`config.mk`:
```
export PLATFORM = sky130hd
export DESIGN_NAME = cycle_window_ctrl
export DESIGN_NICKNAME = d
export VERILOG_FILES = /design/src/rtl/perf_pkg.sv /design/src/rtl/cycle_window_ctrl.sv
export SDC_FILE = /design/constraint.sdc
export NUM_CORES = 1
export LEC_CHECK = 0
export ABC_AREA = 1
export BUFFER_PORTS_ARGS = -buffer_cell sky130_fd_sc_hd__buf_2
export CORE_UTILIZATION = 40
export DETAILED_ROUTE_END_ITERATION = 10
export PLACE_DENSITY_LB_ADDON = 0.12
export REMOVE_ABC_BUFFERS = 1
export SKIP_CTS_REPAIR_TIMING = 1
export SLEW_MARGIN = 0
export SYNTH_ARGS = -nofsm -noshare
export SYNTH_HDL_FRONTEND = slang
export SYNTH_SLANG_ARGS = --single-unit
```
`constraint.sdc`:
```
create_clock -name clk -period 4.2 [get_ports clk]
set_input_delay 0.84 -clock clk [delete_from_list [all_inputs] [get_ports clk]]
set_output_delay 0.84 -clock clk [all_outputs]
set_load 0.1 [all_outputs]
```
`src/rtl/perf_pkg.sv`:
```
// Shared definitions for the performance/debug measurement blocks.
package perf_pkg;

  // Default counter width, matching the free-running cycle counter.
  localparam int unsigned CNT_WIDTH = 32;

  // Window controller states.
  typedef enum logic [1:0] {
    IDLE   = 2'd0,
    RUN    = 2'd1,
    REPORT = 2'd2
  } win_state_t;

endpackage : perf_pkg

```
`src/rtl/cycle_window_ctrl.sv`:
```
// Cycle window controller: opens a measurement window on start, closes it on
// stop or timeout, and reports the elapsed cycle count (modulo 2^WIDTH) via a
// valid/ready result port. It also drives the cycle counter's enable.
module cycle_window_ctrl
  import perf_pkg::*;
#(
  parameter int unsigned WIDTH   = CNT_WIDTH,
  parameter int unsigned TIMEOUT = 0
) (
  input  logic             clk,
  input  logic             reset,
  input  logic             start,
  input  logic             stop,
  input  logic [WIDTH-1:0] count_in,
  output logic             cnt_enable,
  output logic             busy,
  output logic [WIDTH-1:0] result,
  output logic             result_valid,
  input  logic             result_ready,
  output logic             result_wrap,
  output logic             result_timeout
);

  localparam logic [WIDTH-1:0] TIMEOUT_W  = WIDTH'(TIMEOUT);
  localparam bit               TIMEOUT_EN = (TIMEOUT != 0);

  win_state_t       r_state;
  logic [WIDTH-1:0] r_start_snap;
  logic [WIDTH-1:0] r_prev_delta;
  logic             r_wrap_sticky;

  logic             r_cnt_enable;
  logic             r_busy;
  logic [WIDTH-1:0] r_result;
  logic             r_result_valid;
  logic             r_result_wrap;
  logic             r_result_timeout;

  logic [WIDTH-1:0] w_delta;
  logic             w_wrap_now;
  logic             w_timeout_hit;
  logic             w_close;

  // Elapsed count, wrap detection and close condition for the open window.
  always_comb begin
    w_delta       = count_in - r_start_snap;
    w_wrap_now    = (w_delta < r_prev_delta);
    w_timeout_hit = TIMEOUT_EN && (w_delta >= TIMEOUT_W);
    w_close       = stop || w_timeout_hit;
  end

  // Window state machine with registered outputs; reset abandons any window.
  always_ff @(posedge clk) begin
    if (!reset) begin
      r_state          <= IDLE;
      r_start_snap     <= '0;
      r_prev_delta     <= '0;
      r_wrap_sticky    <= 1'b0;
      r_cnt_enable     <= 1'b0;
      r_busy           <= 1'b0;
      r_result         <= '0;
      r_result_valid   <= 1'b0;
      r_result_wrap    <= 1'b0;
      r_result_timeout <= 1'b0;
    end else begin
      unique case (r_state)
        IDLE: begin
          // start wins over a simultaneous stop; a lone stop is ignored
          if (start) begin
            r_start_snap  <= count_in;
            r_prev_delta  <= '0;
            r_wrap_sticky <= 1'b0;
            r_cnt_enable  <= 1'b1;
            r_busy        <= 1'b1;
            r_state       <= RUN;
          end
        end

        RUN: begin
          r_prev_delta <= w_delta;
          if (w_wrap_now) begin
            r_wrap_sticky <= 1'b1;
          end
          // start is ignored here; stop wins when both arrive together
          if (w_close) begin
            r_result         <= w_delta;
            r_result_timeout <= !stop;
            r_result_wrap    <= r_wrap_sticky | w_wrap_now;
            r_result_valid   <= 1'b1;
            r_busy           <= 1'b0;
            r_state          <= REPORT;
          end
        end

        REPORT: begin
          // result fields hold until drained; start/stop are ignored
          if (r_result_valid && result_ready) begin
            r_result_valid <= 1'b0;
            r_state        <= IDLE;
          end
        end

        default: begin
          r_state <= IDLE;
        end
      endcase
    end
  end

  assign cnt_enable     = r_cnt_enable;
  assign busy           = r_busy;
  assign result         = r_result;
  assign result_valid   = r_result_valid;
  assign result_wrap    = r_result_wrap;
  assign result_timeout = r_result_timeout;

endmodule : cycle_window_ctrl

```
## After elaboration in Yosys (flattened, before gate mapping)

Cells that the tools add are included.

| storage, ports and cells | value |
|---|---|
| flip-flop bits (word level) | 104 |
| bits in latches | 0 |
| RAM bits | 0 |
| memory bits (read-only) | 0 |
| input bits | 37 |
| output and inout port bits | 37 |
| word-level logic and storage cells | 46 |
| memories kept | 0 |

| cells by class | value |
|---|---|
| add/sub/neg operators | 1 |
| multiply operators | 0 |
| divide/modulo/power cells | 0 |
| magnitude comparators | 1 |
| eq/ne operators | 6 |
| shifts and indexed selects | 0 |
| multiplexer cells | 15 |
| bitwise gates (word level) | 1 |
| reductions and logical operators | 12 |

Operators by type and width:

| cell | number |
|---|---|
| $pmux 32 s2 | 1 |
| $lt 32x32->1 | 1 |
| $mux 32 | 1 |
| $sub 32x32->32 | 1 |
| $reduce_and 3->1 | 4 |
| $ne 2x2->1 const B | 4 |
| $mux 1 | 6 |
| $mux 2 | 3 |
| $pmux 1 s2 | 3 |
| $pmux 2 s3 | 1 |
| $reduce_and 2->1 | 3 |
| $reduce_bool 2->1 | 2 |
| $eq 2x1->1 const B | 1 |
| $eq 2x2->1 const B | 1 |
| $logic_not 2->1 | 1 |
| $logic_and 1x1->1 | 1 |
| $logic_not 1->1 | 1 |
| $or 1x1->1 | 1 |

## Depth between registers and ports, before layout

| logic depth | value |
|---|---|
| word-level depth | 4 |
| mapped depth | 23 |
| mapped depth without buffers | 23 |

## Least setup slack after synthesis

No wires, ideal clock.

| timing path | value |
|---|---|
| path kind | input -> register |
| start point | input count_in[0] |
| end point | register r_wrap_sticky |
| setup time | 0.132 ns |
| arrival time | 3.019 ns |
| required time | 4.068 ns |
| setup slack | 1.048 ns |
| stages | 20 |
| path buffers | 0 |
| path through | inv_1 > ha_1 > inv_1 > fa_1 > nand3_1 > nand3_1 > nand3_1 > nand3_2 > nand2_1 > nand2_1 > nand2_1 > nand2_1 > ha_1 > nand2_1 > nor2_1 > nand4_1 > a21oi_1 > nor2_1 > nand3_1 > a21oi_1 |

| between the ends | value |
|---|---|
| word-level cells in the longest chain between the ends | 4 |

Ends and longest elaborated chain:

| item | RTL line | source |
|---|---|---|
| start, declared | cycle_window_ctrl.sv:14 | `input logic [WIDTH-1:0] count_in,` |
| $sub 32x32->32 | cycle_window_ctrl.sv:46 | `w_delta = count_in - r_start_snap;` |
| named net w_delta[28] | cycle_window_ctrl.sv:39 | `logic [WIDTH-1:0] w_delta;` |
| $lt 32x32->1 | cycle_window_ctrl.sv:47 | `w_wrap_now = (w_delta < r_prev_delta);` |
| $ne 2x2->1 (no line) | n/a |  |
| $reduce_and 3->1 (no line) | n/a |  |
| end signal, assigned | cycle_window_ctrl.sv:58 | `r_wrap_sticky <= 1'b0;` |
| end signal, assigned | cycle_window_ctrl.sv:72 | `r_wrap_sticky <= 1'b0;` |
| end signal, assigned | cycle_window_ctrl.sv:82 | `r_wrap_sticky <= 1'b1;` |
| end, declared | cycle_window_ctrl.sv:30 | `logic r_wrap_sticky;` |

The timed path passes the listed nets, and every way through them passes these cells.
A chain may end at the register's enable or synchronous reset.

## Worst setup path after layout

Same ends and word-level chain as after synthesis.

==> metrics <==
placed insts=1399; RSZ-0062 raised after global routing=no; DP Wirelength=~14 mm; critical path's most frequent cell=nand2_1; Final Hold Fails=0; Slew @ Worst Pin=between 0.5 and 0.6 ns; Crit path required time=around 4.4 ns; routed vias=approximately 6600; worst clock skew=0.009740 ns; Critical Path AT=around 3.5 ns; post-route clock period utilization=between 70% and 80%; first-pass GRT wire length=29.79 mm; Initial Util=between 40% and 50%; type of origin of the critical path=input pin; Root Buffer=clkbuf_16; complex-gate fraction of the synthesized area=between 10% and 20%; final setup violation count=0; worst skew pair latency=between 0.3 and 0.4 ns; commonest non-fill, non-tap cell in the layout=nand2_1; drt wl/cell=around 13 µm; Die Height=135.3 µm; CP delay by family, top=simple AND/OR/NAND/NOR gates; Detailed Route Iter0 Violations=321; Chip Width=135.3 µm; layout cell share with drive strength beyond 1=between 10% and 20%; library cells used by synthesis=30; core footprint=between 0.015 and 0.02 mm²; buffers and inverters on the worst path=3; most frequent cells in the layout=nand2_1, inv_1, a21oi_1; critical path class=in -> reg; Synth Warn #=0; #FFs+latches synth=104; detailed-route vias per instance=roughly 4.6; Largest stage delay, worst path=between 0.4 and 0.5 ns; total wire length=between 15 and 20 mm; initial antenna violation count=0; area delta synth->final=12.74%; nets=about 1300; Final Non-Filler Cells=1415; Pre-antenna DRT Iters=5; die area=around 0.018 mm²; Tmin final=roughly 3.3 ns; Hold Path Class=reg -> reg; xor/xnor cell area share of the yosys netlist=under 10%; CTS Buffer Depth=2; clk sinks=about 100; IO Pins=74; Mapped Cells=between 1000 and 1500; antenna viol nets, final=0; worst-path cell chain=buf_2 > inv_1 > ha_1 > inv_1 > fa_1 > nand3_1 > nand3_1 > nand3_1 > nand3_2 > nand2_1 > nand2_1 > nand2_1 > nand2_1 > ha_1 > nand2_1 > nor2_1 > nand4_1 > a21oi_1 > nor2_1 > nand3_1 > a21oi_1; largest family of logic cells by synthesized area=simple AND/OR/NAND/NOR gates; num rows=48; FMAX=slightly above 0.3 GHz; Final GP Congestion=0.8555; fraction of the mapped netlist area in adder cells=11.19%; sequential-to-total area share from yosys stat=between 20% and 30%; fillers=~1900; pin count of the biggest net entering global routing=between 60 and 70; DRC=0; VDD IR max=roughly 0.21 mV; final slew viol count=0; vias in the first global route=a little under 6000; Post-Synth Simple-Gate Area=between 20% and 30%; Clock transition at path regs=about 0.08 ns; status=finished, final reports clean; total gr overflow=0; setup TNS=0 ns; H-tree depth=3; LEAKAGE=between 4 and 5 nW; Synth Cell Area=about 0.007 mm²; power per cell area=between 400 and 500 mW/mm²; CTS tree=yes; Critical Path End Type=flop; critical path's slowest cell=fa_1; # Max-Cap Violations=0; total CTS buffers=9; crit-path max FO=4; syn_area_per_cell=about 6.3 µm²; Port Buffers=73; mux cell area share after synthesis=0%; Rel. slew slack=60.32%; ant diodes=0; gr usage total=a little over a fifth
[worst register-to-register path: stages (launching register included)]
cell      delay (ns)
dfxtp_1         0.31
inv_1           0.05
ha_1            0.37
nand2_1         0.13
inv_1           0.06
nand2_1         0.06
nand2_1         0.08
nand2_1         0.07
nand2_1         0.08
a21oi_1         0.27
nand2_1         0.11
nand2_1         0.07
nand2_1         0.10
ha_1            0.32
a21oi_1         0.18
o21ai_0         0.13
nand2_1         0.07
o211ai_1        0.08
nor2_1          0.13
nand3_1         0.09
a21oi_1         0.14
[layout make-up]
cell class	count	area, µm²	area share (%)
clock buffers	9	225.2	2.809
clock inverters	7	78.83	0.9833
inverters	232	870.8	10.86
multi-input cells	755	4038	50.37
flip-flops and latches	104	2082	25.97
well taps	225	281.5	3.512
repair buffers	83	440.4	5.494
[routing by layer]
layer	vias to the layer above	wire length (µm)	GRT usage (%)
met4	0	317	6.554
met2	111	8451	35.98
met5	-	0	0
met3	22	604	2.394
met1	2810	8796	27.10
li1	3610	-	-
[sequential cells by signal (all words and copies together), names as in the netlist]
name and count:
r_state 2, cnt_enable 1, result_timeout 1, result 32
r_start_snap 32, r_prev_delta 32, busy 1, result_wrap 1
result_valid 1, r_wrap_sticky 1
[power by group]
group	leakage, nW	total [mW]	internal (mW)	switching, mW
Combinational	3.31	1.27	0.397	0.876
Sequential	0.853	1.09	1.06	0.0309
Clock	0.149	0.882	0.470	0.412
[Yosys cell counts]
cell | count | area share, %
nand2_2 | 16 | 1.4
nand3_1 | 56 | 3.9
clkbuf_1 | 17 | 0.90
buf_1 | 3 | 0.16
nor2_1 | 42 | 2.2
dfxtp_1 | 104 | 29
o21bai_1 | 28 | 3.0
o211ai_1 | 1 | 0.11
nand4_1 | 6 | 0.53
nor3_2 | 1 | 0.14
o21a_1 | 1 | 0.11
and2_4 | 2 | 0.25
buf_2 | 10 | 0.70
o21bai_2 | 1 | 0.16
fa_1 | 1 | 0.28
and2_1 | 3 | 0.26
nor3_1 | 7 | 0.49
a21oi_1 | 105 | 7.4
o21ai_0 | 67 | 4.7
xor2_2 | 2 | 0.46
xor2_1 | 12 | 1.5
inv_1 | 231 | 12
nor2_2 | 4 | 0.35
nand3_2 | 4 | 0.56
ha_1 | 62 | 11
a21o_1 | 2 | 0.21
inv_2 | 1 | 0.053
nand2_1 | 328 | 17
nor2_4 | 1 | 0.16
nand3b_1 | 3 | 0.32
[final timing paths]
kind | from | endpoint | slack [ns] | cells after the start
max | count_in[0] | r_wrap_sticky$_SDFFE_PN0P_ | 0.92 | 21
min | result_timeout$_SDFFE_PN0P_ | result_timeout$_SDFFE_PN0P_ | 0.45 | 2
max reg2reg | r_start_snap[14]$_SDFFE_PN0P_ | r_wrap_sticky$_SDFFE_PN0P_ | 1.24 | 20
min reg2reg | result_timeout$_SDFFE_PN0P_ | result_timeout$_SDFFE_PN0P_ | 0.45 | 2
[kinds of logic (layout without fill, tap and decap cells)]
group | Yosys count | in the layout
flip-flops | 104 | 104
XOR/XNOR | 14 | 14
adder cells (fa/ha/maj) | 63 | 63
buffers and inverters | 262 | 331
AND/OR/NAND/NOR | 473 | 473
AO/OA/AOI/OAI | 205 | 205
[through the flow]
step                      utilization [%]  area [µm²]  power (mW)  hold WS [ns]  setup slack [ns]
after floorplan                         -        6985       2.064        0.4325            0.8829
after global placement              44.43        7712       2.390        0.4444            0.6153
after detailed placement            44.43        7712       2.400        0.4442            0.5449
after CTS                           46.19        8016       3.295        0.4567            0.9129
after global routing                46.19        8016       3.500        0.4755            0.5838
final                               46.19        8016       3.250        0.4535            0.9154
(Power assumes the default switching activity.)
